File: config.mk
export PLATFORM = sky130hd
export DESIGN_NAME = tx_piso_serializer
export DESIGN_NICKNAME = d
export VERILOG_FILES = /design/src/rtl/tx_piso_serializer.sv
export SDC_FILE = /design/constraint.sdc
export NUM_CORES = 1
export LEC_CHECK = 0
export CORE_MARGIN = 2
export CORE_UTILIZATION = 26
export DETAILED_ROUTE_END_ITERATION = 6
export GPL_ROUTABILITY_DRIVEN = 1
export PLACE_DENSITY_LB_ADDON = 0.05
export SLEW_MARGIN = 5
export SYNTH_ARGS = -nofsm -noshare
export SYNTH_HDL_FRONTEND = slang
export SYNTH_SLANG_ARGS = --single-unit
File: constraint.sdc
create_clock -name Bit_Rate -period 2 [get_ports Bit_Rate]
set_clock_uncertainty 0.15 [all_clocks]
set_input_delay 0.4 -clock Bit_Rate [delete_from_list [all_inputs] [get_ports Bit_Rate]]
set_output_delay 0.4 -clock Bit_Rate [all_outputs]
set_load 0.05 [all_outputs]
File: src/rtl/tx_piso_serializer.sv
// tx_piso_serializer: 10-bit parallel-in/serial-out serializer for the SerDes TX path.
// Accepts symbols over a valid/ready handshake into a single-entry holding buffer
// and shifts them out LSB-first, one bit per Bit_Rate cycle. Empty symbol slots
// are filled with IDLE_SYMBOL so the line never stalls.
//
// Ports:
//   Bit_Rate    in   serial bit clock (only clock)
//   Rst         in   asynchronous active-low reset
//   Data_In     in   encoded symbol, bit0 transmitted first
//   Data_Valid  in   Data_In is valid
//   Data_Ready  out  combinational accept enable (from registers only)
//   TX_Out      out  serial line bit
//   Sym_Start   out  high while TX_Out carries bit0 of a symbol
//   Idle_Out    out  high for all bits of an inserted idle symbol
//   Underflow   out  one-cycle pulse when an idle symbol follows a data symbol
module tx_piso_serializer #(
    parameter int unsigned             DATA_WIDTH  = 10,
    parameter logic [DATA_WIDTH-1:0]   IDLE_SYMBOL = 10'h17C
) (
    input  logic                  Bit_Rate,
    input  logic                  Rst,
    input  logic [DATA_WIDTH-1:0] Data_In,
    input  logic                  Data_Valid,
    output logic                  Data_Ready,
    output logic                  TX_Out,
    output logic                  Sym_Start,
    output logic                  Idle_Out,
    output logic                  Underflow
);

    localparam int unsigned      CNT_W    = $clog2(DATA_WIDTH);
    localparam logic [CNT_W-1:0] CNT_LAST = CNT_W'(DATA_WIDTH - 1);

    // Kind of symbol currently in flight
    localparam logic [0:0] ST_IDLE = 1'b0;
    localparam logic [0:0] ST_DATA = 1'b1;

    logic [DATA_WIDTH-1:0] sh_q,        sh_d;
    logic [CNT_W-1:0]      cnt_q,       cnt_d;
    logic [DATA_WIDTH-1:0] hold_q,      hold_d;
    logic                  hold_full_q, hold_full_d;
    logic [0:0]            state_q,     state_d;
    logic                  rdy_en_q,    rdy_en_d;
    logic                  sym_start_q, sym_start_d;
    logic                  idle_out_q,  idle_out_d;
    logic                  underflow_q, underflow_d;

    logic boundary;
    logic accept;

    assign boundary   = (cnt_q == CNT_LAST);
    // Ready never looks at Data_Valid; at the boundary the buffer frees up on the same edge.
    assign Data_Ready = rdy_en_q & (~hold_full_q | boundary);
    assign accept     = Data_Valid & Data_Ready;

    assign TX_Out     = sh_q[0];
    assign Sym_Start  = sym_start_q;
    assign Idle_Out   = idle_out_q;
    assign Underflow  = underflow_q;

    // State registers; reset discards any in-flight or buffered symbol
    always_ff @(posedge Bit_Rate or negedge Rst) begin
        if (!Rst) begin
            sh_q        <= '0;
            cnt_q       <= CNT_LAST;
            hold_q      <= '0;
            hold_full_q <= 1'b0;
            state_q     <= ST_IDLE;
            rdy_en_q    <= 1'b0;
            sym_start_q <= 1'b0;
            idle_out_q  <= 1'b0;
            underflow_q <= 1'b0;
        end else begin
            sh_q        <= sh_d;
            cnt_q       <= cnt_d;
            hold_q      <= hold_d;
            hold_full_q <= hold_full_d;
            state_q     <= state_d;
            rdy_en_q    <= rdy_en_d;
            sym_start_q <= sym_start_d;
            idle_out_q  <= idle_out_d;
            underflow_q <= underflow_d;
        end
    end

    // Next-state: shift within a symbol, pick the next symbol at the boundary
    always_comb begin
        sh_d        = sh_q;
        cnt_d       = cnt_q;
        hold_d      = hold_q;
        hold_full_d = hold_full_q;
        state_d     = state_q;
        rdy_en_d    = 1'b1;
        sym_start_d = 1'b0;
        idle_out_d  = idle_out_q;
        underflow_d = 1'b0;

        if (!boundary) begin
            sh_d  = {1'b0, sh_q[DATA_WIDTH-1:1]};
            cnt_d = cnt_q + CNT_W'(1);
            if (accept) begin
                hold_d      = Data_In;
                hold_full_d = 1'b1;
            end
        end else begin
            cnt_d       = '0;
            sym_start_d = 1'b1;
            if (hold_full_q) begin
                // Buffered symbol goes first; a same-cycle accept refills the buffer
                sh_d       = hold_q;
                state_d    = ST_DATA;
                idle_out_d = 1'b0;
                if (accept) begin
                    hold_d = Data_In;
                end else begin
                    hold_full_d = 1'b0;
                end
            end else if (accept) begin
                // Bypass: empty buffer, load straight into the shifter
                sh_d       = Data_In;
                state_d    = ST_DATA;
                idle_out_d = 1'b0;
            end else begin
                sh_d        = IDLE_SYMBOL;
                state_d     = ST_IDLE;
                idle_out_d  = 1'b1;
                underflow_d = (state_q == ST_DATA);
            end
        end
    end

endmodule

======== Word level (Yosys, flattened, before mapping) ========
Cells that the tools add are included.
word-level totals
  register bits after elaboration ......... 30
  input bits .............................. 13
  word-level logic and storage cells ...... 35
operators by class
  add/subtract/negate cells ............... 1
  equal/unequal tests ..................... 2
  mux-type cells .......................... 18
  bitwise gates (word level) .............. 4
  reduce and logical (&&, ||, !) cells .... 1
operator list
  kind                   count
  $mux W10               6
  $mux W1                11
  $add A4 B1 Y4 const B  1
  $eq A4 B4 Y1 const B   1
  $mux W4                1
  $and A1 B1 Y1          2
  $ne A2 B2 Y1 const B   1
  $reduce_bool A2 Y1     1
  $not A1 Y1             1
  $or A1 B1 Y1           1

======== Logic depth before layout (Yosys ltp) ========
  word-level depth ........................ 7
  gate-level depth with buffers ........... 4
  depth with buffers taken out ............ 4

======== Worst setup path after synthesis ========
No wires, ideal clock.
  path type ............................... register to output
  start point ............................. register cnt_q[0]
  end point ............................... output port Data_Ready
  arrival time ............................ 2.063 ns
  setup slack ............................. -0.613 ns
  stages on the path, launching flop included .. 4
  path buffers ............................ 1
  path through ............................ dfstp_2 -> nand4bb_4 -> clkbuf_1 -> a21boi_0
between the ends
  word-level cells in the longest chain between the ends .. 3
RTL lines
  what                    RTL line  source
  from (decl)             39        logic [CNT_W-1:0] cnt_q, cnt_d;
  from (signal assigned)  75        cnt_q <= cnt_d;
  $eq A4 B4 Y1            51        assign boundary = (cnt_q == CNT_LAST);
  $or A1 B1 Y1            53        assign Data_Ready = rdy_en_q & (~hold_full_q | boundary);
  $and A1 B1 Y1           53
  to (decl)               24        output logic Data_Ready,
No other way between the ends.

======== Final worst setup path ========
  start point ............................. register cnt_q[3]
  end point ............................... output port Data_Ready
The elaborated chain is that of the path after synthesis.

==> flow_metrics.tcl <==
set metrics [dict create \
    status "complete, no violations" \
    synth_common_cells "28 x dfrtp_1, 13 x nand2_1, 12 x o21ai_0, 11 x mux2_2" \
    seq_power_share_pct 48.0 \
    holdWs_ns 0.302 \
    synth_top_area_share_pct 54.3 \
    vdd_ir_drop_max_uv 348 \
    num_rows 25 \
    path_class "reg -> out" \
    pin_count 18 \
    startpoint "cnt_q[3]" \
    synthCells 110 \
    hpwl_mm 1.71 \
    initial_core_util_pct 27.2 \
    r2r-start "cnt_q[3]" \
    cp_max_fo 2 \
    ant_nets 0 \
    synth_cell_types 26 \
    grt_pass1_vias 890 \
    clock_latency_ns 0.27 \
    regToRegEndpoint "hold_q[0]" \
    wl_per_cell_microns 13.1 \
    synth_top_area_cell "dfrtp_1" \
    p_int_mw 1.11 \
    ys_seq_area_share_pct 58.3 \
    finalCritPeriodShare_pct 97.7 \
    drv_cap 0 \
    p_total_mw 1.46 \
    yosys_warnings 0 \
    yosysMostFrequentCell "dfrtp_1" \
    hold_depth 2 \
    fillers 504 \
    drtPass1Iterations 2 \
    setup_viol 0 \
    p_comb_share_pct 18.3 \
    clk_pin_slew_worst_paths_ns 0.07 \
    hold_path.class "reg -> reg" \
    synth_nets 123 \
    routed_wl_mm 2.77 \
    ys.flop_type "dfrtp_1" \
    switchingPower_mw 0.357 \
    arrival_ns 1.40 \
    area_growth_syn_to_layout_pct 41.8 \
    cts_num_sinks 30 \
    p_clk_share_pct 33.7 \
    timing.critical_path.from_type "flop" \
    htreeDepth 2 \
    grt_max_degree 31 \
    die_h_microns 74.5 \
    async_reset_ff_share_pct 100 \
    pre_cts_slack_ns -0.00242 \
    cellPowerDensity_mw_per_mm2 799 \
    r2r_setup_slack_ns 0.05 \
    antenna_found_initial 0 \
    max_freq_mhz 512 \
    drive_gt1_share_pct 29.2 \
    endpoint "Data_Ready" \
    grt_use_total_pct 11.1 \
    die_w_microns 74.5 \
    nNetsFinal 156 \
    clock-root-buffer "clkbuf_8" \
    cp.required_ns 1.45 \
    slew_viol_final 0 \
    end_kind "output port" \
    yosys-top-cells-area "dfrtp_1 54%, mux2_2 9.6%, o21ai_0 4.7%, dfstp_2 4.1%, nand2_1 3.8%" \
    period_needed_ns 1.95 \
    avgViaCountPerCell 4.27 \
    post-route-drc-count 0 \
    clk_path_buf_depth 2 \
    core_sq_mm 0.00475 \
    grt_pass1_wl_mm 4.38 \
    grt_overflow 0 \
    rr_worst_depth 6 \
    cts_tree "done" \
    num_antenna_cells 0 \
    synth.avg_cell_area_sq_um 11.7 \
    final_hold_viol_count 0 \
    ys_seq_elements 30 \
    portBuffers 17 \
    holdBufCountCts 0 \
    routabilityCongestion 0.685 \
    cellLeakagePower_nw 0.807 \
    routed-via-count 901 \
    synth_edf_count 0 \
    drtIter0Drc 21 \
    rsz0062_at_grt "yes" \
    netSwitchingFraction_pct 24.4 \
    cts_buffers 5 \
    die_area_sq_mm 0.00555 \
    worst_slack_ns 0.0459 \
    synthesis.area_sq_mm 0.00129 \
]
[registers in the layout (all words and copies together), names as in the netlist]
signal / count
hold_q: 10
sh_q: 10
cnt_q: 4
Idle_Out: 1
Sym_Start: 1
Underflow: 1
hold_full_q: 1
rdy_en_q: 1
state_q: 1
[cell usage in the layout, fill, tap and decap left out, types with 2 or more instances in the layout]
cell type | Yosys | final
buf_4 | 0 | 13
nor2_1 | 2 | 2
buf_12 | 0 | 3
mux2_2 | 11 | 6
clkbuf_8 | 0 | 6
dfrtp_1 | 28 | 28
clkbuf_1 | 5 | 2
clkdlybuf4s50_1 | 0 | 12
inv_1 | 2 | 2
nor2b_1 | 3 | 3
dfstp_2 | 2 | 2
mux2_4 | 0 | 5
and2_1 | 2 | 2
nand2_1 | 13 | 13
a21oi_1 | 2 | 2
o31ai_1 | 6 | 6
a22oi_1 | 3 | 3
nand3b_1 | 2 | 2
o21ai_0 | 12 | 12
nand2b_1 | 6 | 6
[cells by family after synthesis]
family,count (synthesis),share of synthesized area [%]
AO/OA/AOI/OAI,26,12.5
XOR/XNOR,1,0.678
buffers and inverters,8,2.33
flip-flops,30,58.3
multiplexers,13,12.1
other,1,0.290
AND/OR/NAND/NOR,31,13.8
[routing by layer]
| layer | GRT usage [%] | vias to the layer above | routed length, microns |
|---|---|---|---|
| met2 | 17.3 | 15 | 1300 |
| met4 | 4.76 | 0 | 43 |
| li1 | - | 446 | - |
| met3 | 4.47 | 4 | 144 |
| met1 | 13.6 | 436 | 1270 |
| met5 | 0 | - | 0 |
[how the worst min path moves through the flow]
stage,startpoint,to,slack [ns]
floorplan,Rst,Idle_Out,-0.05
global placement,sh_q[6],sh_q[5],0.29
detailed placement,sh_q[5],sh_q[4],0.29
CTS,sh_q[6],sh_q[5],0.31
global route,sh_q[1],sh_q[0],0.33
finish,sh_q[6],sh_q[5],0.30
[power groups by stage]
stage               clock network (mW)  registers [mW]  logic [mW]
global placement                     0           0.710       0.243
floorplan                            0           0.726       0.137
CTS                              0.521           0.700       0.250
finish                           0.493           0.702       0.268
global route                     0.547           0.709       0.296
detailed placement                   0           0.711       0.248
[worst max-delay path, stage by stage (launching register included)]
cell	delay [ns]
dfstp_2	0.55
nand4bb_4	0.14
buf_12	0.15
a21boi_4	0.14
buf_12	0.15
[cell type report]
class | count | area [sq um] | share of cell area (%)
clock buffers | 8 | 90.1 | 4.92
inverters | 3 | 18.8 | 1.03
multi-input cells | 72 | 538 | 29.4
flip-flops and latches | 30 | 753 | 41.1
well taps | 67 | 83.8 | 4.58
repair buffers | 31 | 347 | 18.9
[metrics by stage]
step,util [%],setup TNS (ns),area (sq um),std cells
global route,38.5,-0.0341,1830,211
finish,38.5,0,1830,211
detailed placement,33.4,-0.00605,1590,195
floorplan,-,0,1290,110
CTS,37.2,0,1770,209
global placement,33.4,0,1590,195
[timing repair]
action | 4_1_cts | 5_1_grt
gates cloned | 1 | 1
setup buffers | 5 | 1
gates resized for setup | 4 | 9
setup endpoints to repair | 1 | 11
pin swaps | 1 | 2
Note: power is estimated with default switching activity, not from simulation.
